### src/rtl/t04_screen_rx.sv
// t04_screen_rx: 8080-style screen bus receiver decoding CASET/PASET/RAMWR into pixels.
// Optional macro T04_SCREEN_RX_SWRESET_EN: command 0x01 restores windows and clears errOdd.
module t04_screen_rx #(
   parameter int SYNC_STAGES = 2,
   parameter int SCREEN_W    = 320,
   parameter int SCREEN_H    = 240
) (
   input  logic        clk,
   input  logic        nrst,
   input  logic        screenCsx,
   input  logic        screenDcx,
   input  logic        screenWrx,
   input  logic [7:0]  screenData,
   output logic        cmdValid,
   output logic [7:0]  cmdByte,
   output logic        pixValid,
   output logic [15:0] pixX,
   output logic [15:0] pixY,
   output logic [15:0] pixColor,
   output logic        frameDone,
   output logic        errOdd
);

   localparam logic [2:0] S_IDLE  = 3'd0;
   localparam logic [2:0] S_CASET = 3'd1;
   localparam logic [2:0] S_PASET = 3'd2;
   localparam logic [2:0] S_HI    = 3'd3;
   localparam logic [2:0] S_LO    = 3'd4;

   localparam logic [15:0] X_END_RST = 16'(SCREEN_W - 1);
   localparam logic [15:0] Y_END_RST = 16'(SCREEN_H - 1);

   logic [SYNC_STAGES-1:0]       csx_q;
   logic [SYNC_STAGES-1:0]       dcx_q;
   logic [SYNC_STAGES-1:0]       wrx_q;
   logic [SYNC_STAGES-1:0][7:0]  data_q;
   logic                         wrx_d;
   logic                         csx_d;

   logic       csx_s;
   logic       dcx_s;
   logic       wrx_s;
   logic [7:0] data_s;
   logic       wr_evt;
   logic       cs_end;

   logic [2:0]  state;
   logic [1:0]  idx;
   logic [23:0] shadow;
   logic [7:0]  hi_byte;
   logic [15:0] x_start;
   logic [15:0] x_end;
   logic [15:0] y_start;
   logic [15:0] y_end;
   logic [15:0] cx;
   logic [15:0] cy;
   logic [15:0] nx;
   logic [15:0] ny;

   assign csx_s  = csx_q[SYNC_STAGES-1];
   assign dcx_s  = dcx_q[SYNC_STAGES-1];
   assign wrx_s  = wrx_q[SYNC_STAGES-1];
   assign data_s = data_q[SYNC_STAGES-1];
   assign wr_evt = wrx_s & ~wrx_d & ~csx_s;
   assign cs_end = csx_s & ~csx_d;

   // Bus idles with CSX/WRX high; resetting the syncs high means a
   // strobe already high at release never looks like a fresh edge.
   always_ff @(posedge clk or negedge nrst) begin
      if (!nrst) begin
         csx_q  <= '1;
         dcx_q  <= '0;
         wrx_q  <= '1;
         data_q <= '0;
         wrx_d  <= 1'b1;
         csx_d  <= 1'b1;
      end else begin
         csx_q  <= {csx_q[SYNC_STAGES-2:0], screenCsx};
         dcx_q  <= {dcx_q[SYNC_STAGES-2:0], screenDcx};
         wrx_q  <= {wrx_q[SYNC_STAGES-2:0], screenWrx};
         data_q <= {data_q[SYNC_STAGES-2:0], screenData};
         wrx_d  <= wrx_s;
         csx_d  <= csx_s;
      end
   end

   always_comb begin
      nx = cx + 16'd1;
      ny = cy;
      if (cx == x_end) begin
         nx = x_start;
         ny = (cy == y_end) ? y_start : cy + 16'd1;
      end
   end

   always_ff @(posedge clk or negedge nrst) begin
      if (!nrst) begin
         state     <= S_IDLE;
         idx       <= 2'd0;
         shadow    <= '0;
         hi_byte   <= '0;
         x_start   <= '0;
         x_end     <= X_END_RST;
         y_start   <= '0;
         y_end     <= Y_END_RST;
         cx        <= '0;
         cy        <= '0;
         cmdValid  <= 1'b0;
         cmdByte   <= '0;
         pixValid  <= 1'b0;
         pixX      <= '0;
         pixY      <= '0;
         pixColor  <= '0;
         frameDone <= 1'b0;
         errOdd    <= 1'b0;
      end else begin
         cmdValid  <= 1'b0;
         pixValid  <= 1'b0;
         frameDone <= 1'b0;
         if (cs_end) begin
            if (state == S_LO) errOdd <= 1'b1;
            state <= S_IDLE;
            idx   <= 2'd0;
         end else if (wr_evt && !dcx_s) begin
            cmdValid <= 1'b1;
            cmdByte  <= data_s;
            idx      <= 2'd0;
            if (state == S_LO) errOdd <= 1'b1;
            unique case (1'b1)
               (data_s == 8'h2A): state <= S_CASET;
               (data_s == 8'h2B): state <= S_PASET;
               (data_s == 8'h2C): begin
                  state <= S_HI;
                  cx    <= x_start;
                  cy    <= y_start;
               end
               default: state <= S_IDLE;
            endcase
`ifdef T04_SCREEN_RX_SWRESET_EN
            if (data_s == 8'h01) begin
               x_start <= '0;
               x_end   <= X_END_RST;
               y_start <= '0;
               y_end   <= Y_END_RST;
               errOdd  <= 1'b0;
            end
`endif
         end else if (wr_evt) begin
            case (state)
               S_CASET, S_PASET: begin
                  if (idx == 2'd3) begin
                     if (state == S_CASET) begin
                        x_start <= shadow[23:8];
                        x_end   <= {shadow[7:0], data_s};
                     end else begin
                        y_start <= shadow[23:8];
                        y_end   <= {shadow[7:0], data_s};
                     end
                     state <= S_IDLE;
                     idx   <= 2'd0;
                  end else begin
                     shadow <= {shadow[15:0], data_s};
                     idx    <= idx + 2'd1;
                  end
               end
               S_HI: begin
                  hi_byte <= data_s;
                  state   <= S_LO;
               end
               S_LO: begin
                  pixValid  <= 1'b1;
                  pixColor  <= {hi_byte, data_s};
                  pixX      <= cx;
                  pixY      <= cy;
                  frameDone <= (cx == x_end) && (cy == y_end);
                  cx        <= nx;
                  cy        <= ny;
                  state     <= S_HI;
               end
               S_IDLE: state <= S_IDLE;
               default: state <= S_IDLE;
            endcase
         end
      end
   end

endmodule

### config.mk
export PLATFORM = sky130hd
export DESIGN_NAME = t04_screen_rx
export DESIGN_NICKNAME = d
export VERILOG_FILES = /design/src/rtl/t04_screen_rx.sv
export SDC_FILE = /design/constraint.sdc
export NUM_CORES = 1
export LEC_CHECK = 0
export BUFFER_PORTS_ARGS = -buffer_cell sky130_fd_sc_hd__buf_2
export CAP_MARGIN = 20
export CORE_UTILIZATION = 35
export DETAILED_ROUTE_END_ITERATION = 8
export HOLD_SLACK_MARGIN = 0.02
export SLEW_MARGIN = 20
export SYNTH_ARGS = -nofsm -noshare
export SYNTH_HDL_FRONTEND = slang
export SYNTH_SLANG_ARGS = --single-unit
export TNS_END_PERCENT = 10
### constraint.sdc
create_clock -name clk -period 2.65 [get_ports clk]
set_input_delay 0.6625 -clock clk [delete_from_list [all_inputs] [get_ports clk]]
set_output_delay 0.6625 -clock clk [all_outputs]
set_load 0.01 [all_outputs]
Word-level counts from Yosys, hierarchy flattened
Cells that the tools add are included.

Equality and inequality tests: 12. Order comparisons: 0. Reductions and logical operators: 20. Mux-type cells: 35. Shifts and indexed selects: 0. Div/mod/pow operators: 0. $mul: 0. Bitwise operators: 10. $add $sub $neg: 3.

Operators by type and width (number): 2-to-1 mux 16 bit (11); adder 16 x 1 -> 16 bit (second input constant) (2); equality test 16 bit (2); equality test 8 x 6 -> 1 bit (second input constant) (3); 2-to-1 mux 1 bit (13); 2-to-1 mux 3 bit (4); AND reduction 4 bit (3); AND reduction 6 bit (2); 2-to-1 mux 2 bit (5); AND reduction 5 bit (2); one-hot mux 3 bit (3 select lines) (1); nonzero test 2 bit (4); inverter 1 bit (7); equality test 3 x 2 -> 1 bit (second input constant) (2); one-hot mux 2 bit (3 select lines) (1); AND reduction 2 bit (3); nonzero test 3 bit (2); != test 4 bit (second input constant) (1); bitwise AND 1 bit (3); equality test 3 x 1 -> 1 bit (second input constant) (1); equality test 3 bit (second input constant) (1); adder 2 x 1 -> 2 bit (second input constant) (1); equality test 2 bit (second input constant) (1); logical AND 1 bit (2); 3 further kinds (3).

Latch bits: 0. Memories: 0. Input bits: 13. Memory bits (read-only): 0. RAM bits: 0. Flip-flop bits (word level): 217.

Logic depth before layout (Yosys ltp)
Gate-level depths: netlist of the first run.

Word-level depth: 6. Mapped depth: 10.

Least setup slack after synthesis of the first run
No wires, ideal clock.

Path kind: reg2reg. From: register wrx_q[1]. To: register x_end[10]. Slack: 581 ps. Stages on the path, launching flop included: 8. Required time: 2525 ps. Data arrival time: 1944 ps. Period minus slack after synthesis: 2069 ps. Path through: dfstp_2 > nor3b_4 > nand2_1 > nor2_1 > nor4bb_1 > clkbuf_1 > buf_4 > mux2_2.

Longest elaborated chain between the ends: 5.

Ends and longest elaborated chain: start, declared (line 35) `logic [SYNC_STAGES-1:0] wrx_q;`; start signal, assigned (line 80) `wrx_q <= {wrx_q[SYNC_STAGES-2:0], screenWrx};`; bitwise AND 1 bit * (2 in series) (line 64) `assign wr_evt = wrx_s & ~wrx_d & ~csx_s;`; logical AND 1 bit (line 124) `end else if (wr_evt && !dcx_s) begin`; inverter 1 bit (no source line); AND reduction 6 bit (no source line) *; end signal, assigned (line 154) `x_end <= {shadow[7:0], data_s};`; end, declared (line 52) `logic [15:0] x_end;`.

Mark *: on every way between the ends. The rest lies on a longest branch, timed or not. A chain may end at the register's enable or synchronous reset.

Worst setup path in the final report of the first run
From: register wrx_q[1]. To: register cx[6].

Longest elaborated chain between the ends: 5.

Ends and longest elaborated chain: bitwise AND 1 bit * (2 in series) (line 64); logical AND 1 bit (line 124); != test 2 x 1 -> 1 bit (no source line) or nonzero test 2 bit (tied branches); AND reduction 4 bit (no source line); end signal, assigned (line 134) `cx <= x_start;`; end signal, assigned (line 176) `cx <= nx;`; end, declared (line 55) `logic [15:0] cx;`.

Marked as above.

==> results of run 1 <==
[cell families (layout without fill, tap and decap cells)]
| family | after synthesis | in the layout |
|---|---|---|
| flops | 217 | 217 |
| compound gates | 90 | 90 |
| fa+ha+maj | 3 | 3 |
| simple gates | 177 | 177 |
| buf+inv | 51 | 160 |
| mux | 151 | 151 |
| xor+xnor | 34 | 34 |
[per-layer routing]
metal	global-route usage	wire, um	vias to the layer above
li1	-	-	2746
met1	0.232	9890	2968
met2	0.264	9780	117
met3	0.0246	996	30
met4	0.0379	358	0
met5	0	0	-
[cell type report]
type                            count  area share
Inverter                            9     0.00308
Multi-Input combinational cell    455       0.327
Clock buffer                       38      0.0660
Timing Repair Buffer              107      0.0622
Sequential cell                   217       0.497
Clock inverter                      6     0.00729
Tap cell                          335      0.0382
[synth_stat cells (5+ instances only)]
master     number  area, sq um
and3_1          8         50.1
nor2_1         19         71.3
nor3_1          6         30.0
a21oi_2         6         52.6
xor2_1         33          289
nand3_1        23          115
dfstp_2        20          526
dfrtp_1       197         4930
a21boi_1        6         45.0
mux2_2        131         1480
buf_4           5         37.5
a21oi_1        12         60.1
a21boi_0        5         37.5
nand2_1        78          293
nor4_1          6         37.5
nand4_1         8         50.1
inv_1           7         26.3
o21ai_1         5         25.0
mux2i_1        20          200
o21ai_0        16         80.1
a2bb2oi_1      13          114
buf_2          16         80.1
clkbuf_1       15         56.3
[metrics by stage]
stage	cells	cell area, sq um	hold WS, ns	setup WS [ns]	utilization
global route	1167	11000	0.108	0.177	0.421
CTS	1167	11000	0.0875	0.315	0.421
finish	1167	11000	0.0645	0.294	0.421
global placement	1123	10200	0.331	0.358	0.391
floorplan	723	9290	0.331	0.581	-
detailed placement	1123	10200	0.335	0.329	0.391
[sequential cells by signal, summed over array words and instances, names as in the netlist, 3 cells and up]
signal,flops
shadow,24
cx,16
cy,16
pixColor,16
pixX,16
pixY,16
x_end,16
x_start,16
y_end,16
y_start,16
cmdByte,8
data_q,8
data_s,8
hi_byte,8
state,3
[critical path: cells and delay by family, from the launching register on]
kind / cells / cell delay, ns
buffers and inverters: 2 / 0.33
DFF: 1 / 0.54
AOI/OAI and AO/OA: 2 / 0.58
and+or+nand+nor: 4 / 0.77
[where the power goes]
group / total (mW) / switching, mW / internal [mW]
sequential: 3.69 / 0.205 / 3.49
clock: 3.35 / 1.29 / 2.06
combinational: 0.686 / 0.388 / 0.297
total: 7.73 / 1.89 / 5.84
[final timing paths]
check,startpoint,end,slack (ns),depth (start not counted)
setup / recovery,wrx_q[1],cx[6],0.29,8
hold / removal,nrst,pixColor[11],0.06,1
setup reg to reg,wrx_q[1],cx[6],0.29,8
hold reg to reg,data_q[5],data_s[5],0.34,0
max in group asynchronous,nrst,pixY[14],1.74,2
min in group clk,screenCsx,csx_q[0],0.24,1
==> results.py, run 1 <==
metrics = {
    "status": {
        "status": "complete, no violations",
    },
    "yosys": {
        "ys_async_sr_fraction": 1.00,
        "yosys.area_share.simple": 0.0980,
        "synth-seq-area-share": 0.587,
        "synth-compound-area-share": 0.0693,
        "synth_fa_ha_area_frac": 0.00404,
        "avgSynthCellArea_sq_um": 12.9,
        "synthMuxAreaShare": 0.180,
        "ys_warn_count": 0,
        "synth_edf_count": 0,
        "syn_nets": 739,
        "synth_seq_cells": 217,
        "synth_area_sq_um": 9290,
        "syn_inst": 723,
        "synth_top_flop_cell": "dfrtp_1",
        "synth_top_family_by_area": "multiplexers",
        "synth_xor_area_frac": 0.0320,
        "yosysUniqueCellTypes": 65,
    },
    "timing": {
        "finalMaxSlewViolations": 0,
        "finalCriticalPeriod_ns": 2.36,
        "fin_worst_skew_ns": 0.0133,
        "worst_slew_pin_slew_ns": 0.503,
        "rsz0062_at_grt": "no",
        "finalSetupTns_ns": 0,
        "fin_crit_sh": 0.889,
        "setup_viol": 0,
        "relSlewSlack": 0.664,
        "hold_viol": 0,
        "max_freq_ghz": 0.424,
    },
    "clock_network": {
        "clkSlewWorstSetupHoldPaths_ns": 0.06,
        "ctsResizeCount": 0,
        "postCtsSetupBuffers": 0,
        "clock_path_buffers": 3,
        "htree_levels": 1,
        "cts_inserted_buffers": 24,
        "cts_hold_buf": 0,
        "clk_latency_ns": 0.51,
        "tritoncts": "done",
        "ctsRootBufferMaster": "clkbuf_16",
        "numClockSinks": 217,
    },
    "setup_path": {
        "cp_slowest_cell": "dfstp_2",
        "path_cells": "nor3b_4 -> nand2b_2 -> inv_2 -> nand3_2 -> or2_4 -> a21o_1 -> buf_4 -> o2bb2ai_1",
        "crit_fanout": 16,
        "worstSetupEndpointType": "flip-flop",
        "worst-endpoint-arrival_ns": 2.74,
        "worstPathRequired_ns": 3.03,
        "start_kind": "flip-flop",
        "max_stage_delay_ns": 0.54,
        "crit_type": "reg -> reg",
    },
    "drt": {
        "via_count": 5861,
        "drc": 0,
        "drt_wl_total_um": 21000,
        "dr.first_iter.drc_count": 277,
        "drtPass1Iterations": 4,
        "vias_per_cell": 5.02,
        "ant_nets": 0,
        "wl_per_cell_um": 18.0,
    },
    "worst_hold_path": {
        "hold_class": "in -> async",
    },
    "layout": {
        "antennaDiodeCount": 0,
        "drive_gt1_frac": 0.385,
        "final_common_cell": "dfrtp_1",
        "fillers": 2442,
        "layout_common_cells": "197 x dfrtp_1, 131 x mux2_2, 78 x nand2_1",
        "seqCellArea_sq_um": 5460,
        "multi_input_area_sq_um": 3590,
        "area_delta_synth_final_pct": 18.2,
        "fin_nets": 830,
    },
    "floorplanning": {
        "rows": 59,
        "core_area_sq_um": 26100,
        "initial_core_util": 0.357,
        "die_y_um": 165,
        "die_area_sq_um": 27200,
        "die_w_um": 165,
        "ioPinCount": 73,
    },
    "place": {
        "port_buffers": 72,
        "gp_congestion": 0.822,
        "hpwlAfterDp_um": 14400,
    },
    "pwr": {
        "leakagePower_nw": 5.51,
        "power.total_mw": 7.73,
        "max-vdd-ir-drop_mv": 0.452,
        "p_per_area_nw_per_um2": 704,
    },
    "grt": {
        "grt_pass1_vias": 6028,
        "grt_usage": 0.164,
        "grt_max_degree": 65,
        "antenna_found_initial": 0,
        "grt_pass1_wl_um": 34400,
        "overflow": 0,
    },
    "flow_run": {
        "max_cap_violations": 0,
    },
}
No activity file was read; power rests on OpenSTA's default activity.
==> run 2: changes to the inputs <==
- BUFFER_PORTS_ARGS: -buffer_cell sky130_fd_sc_hd__buf_2 -> -buffer_cell sky130_fd_sc_hd__clkbuf_2
==> results.py, run 2 (synthesized netlist as in run 1, its figures left out) <==
metrics = {
    "grt": {
        "grt_pass1_vias": 5932,
        "grt_pass1_wl_um": 33700,
        "overflow": 0,
        "grt_usage": 0.160,
        "antenna_found_initial": 0,
        "grt_max_degree": 69,
    },
    "layout": {
        "final_common_cell": "dfrtp_1",
        "area_delta_synth_final_pct": 18.2,
        "seqCellArea_sq_um": 5460,
        "layout_common_cells": "197 x dfrtp_1, 131 x mux2_2, 78 x nand2_1",
        "drive_gt1_frac": 0.382,
        "largest_reg_flops": 24,
        "fin_nets": 830,
        "regMostFlops": "shadow",
        "multi_input_area_sq_um": 3590,
        "fillers": 2463,
        "antennaDiodeCount": 0,
    },
    "pwr": {
        "leakagePower_nw": 5.45,
        "power.total_mw": 7.75,
        "max-vdd-ir-drop_mv": 0.485,
        "p_per_area_nw_per_um2": 706,
    },
    "clock_network": {
        "cts_inserted_buffers": 25,
        "tritoncts": "done",
        "htree_levels": 1,
        "ctsRootBufferMaster": "clkbuf_16",
        "clk_latency_ns": 0.53,
        "clkSlewWorstSetupHoldPaths_ns": 0.06,
        "clock_path_buffers": 3,
        "ctsResizeCount": 0,
        "postCtsSetupBuffers": 0,
        "numClockSinks": 217,
        "cts_hold_buf": 0,
    },
    "floorplanning": {
        "ioPinCount": 73,
        "rows": 59,
        "die_area_sq_um": 27200,
        "initial_core_util": 0.357,
        "die_y_um": 165,
        "core_area_sq_um": 26100,
        "die_w_um": 165,
    },
    "drt": {
        "ant_nets": 0,
        "wl_per_cell_um": 17.8,
        "dr.first_iter.drc_count": 270,
        "vias_per_cell": 5.02,
        "drtPass1Iterations": 5,
        "drt_wl_total_um": 20800,
        "via_count": 5858,
        "drc": 0,
    },
    "place": {
        "port_buffers": 72,
        "hpwlAfterDp_um": 14100,
        "gp_congestion": 0.807,
    },
    "timing": {
        "relSlewSlack": 0.643,
        "fin_crit_sh": 0.863,
        "hold_viol": 0,
        "finalMaxSlewViolations": 0,
        "max_freq_ghz": 0.437,
        "finalCriticalPeriod_ns": 2.29,
        "setup_viol": 0,
        "rsz0062_at_grt": "no",
        "finalSetupTns_ns": 0,
        "worst_slew_pin_slew_ns": 0.535,
        "timing.hold.ws_ns": 0.0825,
        "fin_worst_skew_ns": 0.00735,
    },
    "setup_path": {
        "worstSetupEndpointType": "flip-flop",
        "cp_slowest_cell": "dfstp_2",
        "start_kind": "flip-flop",
        "crit_type": "reg -> reg",
        "worst-endpoint-arrival_ns": 2.69,
        "max_stage_delay_ns": 0.53,
        "path_cells": "nor3b_4 -> nand2b_2 -> inv_2 -> nand3_2 -> or2_4 -> a21o_1 -> buf_4 -> o2bb2ai_1",
        "worstPathRequired_ns": 3.05,
        "crit_fanout": 16,
    },
    "status": {
        "status": "complete, no violations",
    },
    "flow_run": {
        "max_cap_violations": 0,
    },
    "worst_hold_path": {
        "hold_class": "in -> async",
    },
}
-- run 2: layout make-up --
| class | instances | share of cell area |
|---|---|---|
| flip-flops and latches | 217 | 0.497 |
| multi-input cells | 455 | 0.327 |
| clock buffers | 42 | 0.0682 |
| repair buffers | 106 | 0.0615 |
| well taps | 335 | 0.0382 |
| clock inverters | 4 | 0.00570 |
| inverters | 9 | 0.00308 |
-- run 2: metrics by stage --
| stage | std cells | util | worst slack (ns) | area (sq um) |
|---|---|---|---|---|
| finish | 1168 | 0.421 | 0.363 | 11000 |
| global route | 1168 | 0.421 | 0.247 | 11000 |
| CTS | 1168 | 0.421 | 0.380 | 11000 |
| detailed placement | 1122 | 0.390 | 0.386 | 10200 |
| global placement | 1122 | 0.390 | 0.408 | 10200 |
| floorplan | 723 | - | 0.581 | 9290 |
-- run 2: path summary, 6_finish.rpt --
kind                           start         to  slack, ns  cells past startpoint
hold / removal                  nrst  data_q[1]       0.08                      1
setup reg to reg            wrx_q[1]      cx[6]       0.36                      8
hold reg to reg            data_q[5]  data_s[5]       0.35                      0
max in group asynchronous       nrst   y_end[2]       1.79                      2
min in group clk           screenWrx   wrx_q[0]       0.21                      1
setup / recovery            wrx_q[1]      cx[6]       0.36                      8
-- run 2: worst max-delay path, delay by kind of cell (launching register included) --
family,cells,cell delay [ns]
AO/OA/AOI/OAI,2,0.56
AND/OR/NAND/NOR,4,0.75
flip-flops,1,0.53
buffers and inverters,2,0.30
-- run 2: report_power, final --
group / total [mW] / internal (mW) / leakage, nW / switching, mW
Clock: 3.38 / 2.02 / 0.392 / 1.36
Combinational: 0.673 / 0.296 / 2.17 / 0.377
Sequential: 3.69 / 3.49 / 2.89 / 0.204
-- run 2: layer usage --
| layer | GRT usage | up-vias | wire length (um) |
|---|---|---|---|
| met2 | 0.252 | 134 | 9550 |
| li1 | - | 2740 | - |
| met5 | 0 | - | 0 |
| met4 | 0.0425 | 0 | 453 |
| met3 | 0.0264 | 35 | 946 |
| met1 | 0.227 | 2949 | 9810 |
==> run 3: changes to the inputs <==
- ABC_AREA: default -> 1
- SKIP_CTS_REPAIR_TIMING: default -> 1
==> results.py, run 3 <==
metrics = {
    "status": {
        "status": "complete, no violations",
    },
    "pwr": {
        "leakagePower_nw": 5.26,
        "power.total_mw": 7.01,
        "max-vdd-ir-drop_mv": 0.406,
        "p_per_area_nw_per_um2": 620,
    },
    "setup_path": {
        "worst-endpoint-arrival_ns": 2.58,
        "r2r_cells": 9,
        "crit_fanout": 22,
        "r2r_setup_slack_ns": 0.46,
        "crit_type": "reg -> reg",
        "reg2reg_to": "cy[0]",
        "rr_startpoint": "wrx_q[1]",
        "start_kind": "flip-flop",
        "worstPathRequired_ns": 3.05,
        "worstSetupEndpointType": "flip-flop",
    },
    "layout": {
        "finalNonFillerCells": 1604,
        "fin_nets": 1233,
        "largest_reg_flops": 24,
        "layout_common_cells": "387 x nand2_1, 197 x dfrtp_1, 124 x o21ai_0",
        "final_area_sq_um": 11300,
        "area_delta_synth_final_pct": 16.5,
        "antennaDiodeCount": 0,
        "postLayoutCoreUtil": 0.417,
        "drive_gt1_frac": 0.165,
        "final_common_cell": "nand2_1",
        "fillers": 2761,
        "regMostFlops": "shadow",
    },
    "drt": {
        "via_count": 7442,
        "dr.first_iter.drc_count": 603,
        "ant_nets": 0,
        "drtPass1Iterations": 5,
        "wl_per_cell_um": 14.7,
        "drc": 0,
        "drt_wl_total_um": 23500,
        "vias_per_cell": 4.64,
    },
    "yosys": {
        "synth_edf_count": 0,
        "ys_async_sr_fraction": 1.00,
        "synth_top_flop_cell": "dfrtp_1",
        "synth-seq-area-share": 0.562,
        "yosysUniqueCellTypes": 37,
        "syn_inst": 1141,
        "synth_seq_cells": 217,
        "avgSynthCellArea_sq_um": 8.51,
        "synth_top_area_frac": 0.508,
        "syn_nets": 1157,
        "yosysMostFrequentCell": "nand2_1",
        "netlist_top_cells_area": "dfrtp_1 51%, nand2_1 15%, o21ai_0 6.4%, dfstp_2 5.4%, inv_1 4.4%",
        "synth_area_sq_um": 9710,
        "ys_warn_count": 0,
        "synth_area_leader_cell": "dfrtp_1",
        "synth_commonest_cells": "387 x nand2_1, 197 x dfrtp_1, 124 x o21ai_0",
    },
    "flow_run": {
        "max_cap_violations": 0,
    },
    "timing": {
        "rsz0062_at_grt": "no",
        "finalMaxSlewViolations": 0,
        "finalSetupTns_ns": 0,
        "setup_viol": 0,
        "fin_crit_sh": 0.825,
        "finalCriticalPeriod_ns": 2.19,
        "worst_slew_pin_slew_ns": 0.827,
        "timing.hold.ws_ns": 0.120,
        "layout_setup_ws_ns": 0.465,
        "max_freq_ghz": 0.458,
        "fin_worst_skew_ns": 0.0242,
        "hold_viol": 0,
        "relSlewSlack": 0.449,
    },
    "floorplanning": {
        "die_w_um": 169,
        "ioPinCount": 73,
        "initial_core_util": 0.358,
        "die_y_um": 169,
        "die_area_sq_um": 28400,
        "rows": 60,
        "core_area_sq_um": 27100,
    },
    "clock_network": {
        "tritoncts": "done",
        "clk_latency_ns": 0.52,
        "clkSlewWorstSetupHoldPaths_ns": 0.06,
        "ctsRootBufferMaster": "clkbuf_16",
        "cts_inserted_buffers": 25,
        "htree_levels": 1,
        "numClockSinks": 217,
        "clock_path_buffers": 3,
    },
    "grt": {
        "overflow": 0,
        "grt_pass1_wl_um": 38100,
        "grt_pass1_vias": 6942,
        "grt_usage": 0.170,
        "antenna_found_initial": 2,
        "grt_max_degree": 88,
    },
    "place": {
        "dp_slack_ns": 0.443,
        "placed_cell_area_sq_um": 10500,
        "gp_congestion": 0.857,
        "port_buffers": 72,
        "hpwlAfterDp_um": 16400,
        "dp_cells": 1562,
    },
    "worst_hold_path": {
        "hold_class": "in -> async",
    },
}
run 3: cell count changes in the layout (fill, tap and decap cells not counted), sizes merged, moves of 15 or more:
cell	change
inv	+125
o21ai	+143
mux2	-131
nand2	+315
a2bb2oi	-15
mux2i	-20
nor2	+32
nand3	+46
run 3: worst max-delay path by stage:
stage / from / endpoint / cells after the start
6_report: wrx_q[1] / cy[0] / 9
5_1_grt: wrx_q[1] / cy[0] / 9
4_1_cts: wrx_q[1] / cy[0] / 9
3_5_place_dp: wrx_q[1] / cy[0] / 9
3_3_place_gp: wrx_q[1] / cy[0] / 9
2_1_floorplan: wrx_q[1] / cy[10] / 10
run 3: routing by layer:
metal	global-route usage	part of all wire	vias up	routed length [um]
met1	0.252	0.49	3504	11600
met5	0	0	-	0
met4	0.0458	0.022	0	526
li1	-	-	3744	-
met2	0.260	0.44	157	10500
met3	0.0236	0.041	37	973
run 3: worst max-delay path: stages (launching register included):
cell and delay (ns):
dfstp_2 0.52, inv_1 0.06, nor3_4 0.20, nand2_4 0.19, nor2_1 0.21, nand3b_1 0.20
nand2_4 0.36, inv_2 0.16, nand2_1 0.08, o21ai_0 0.07
run 3: layout make-up:
| cell class | instances | area, sq um | area share |
|---|---|---|---|
| Tap cell | 372 | 465 | 0.0412 |
| Inverter | 134 | 503 | 0.0445 |
| Sequential cell | 217 | 5460 | 0.483 |
| Timing Repair Buffer | 93 | 591 | 0.0522 |
| Clock inverter | 7 | 85.1 | 0.00753 |
| Multi-Input combinational cell | 746 | 3510 | 0.311 |
| Clock buffer | 35 | 693 | 0.0613 |
run 3: kinds of logic (layout without fill, tap and decap cells):
group                    count (synthesis)  after routing  share of synthesized area
flip-flops                             217            217                      0.562
AO/OA/AOI/OAI                          185            185                      0.100
adder cells (fa/ha/maj)                  3              3                    0.00387
AND/OR/NAND/NOR                        535            535                      0.237
XOR/XNOR                                23             23                     0.0208
buffers and inverters                  178            269                     0.0762
run 3: power breakdown:
part | switching (mW) | internal [mW] | leakage, nW
combinational | 0.207 | 0.0843 | 1.97
sequential | 0.0319 | 3.38 | 2.90
clock | 1.31 | 2.00 | 0.386
total | 1.55 | 5.46 | 5.26
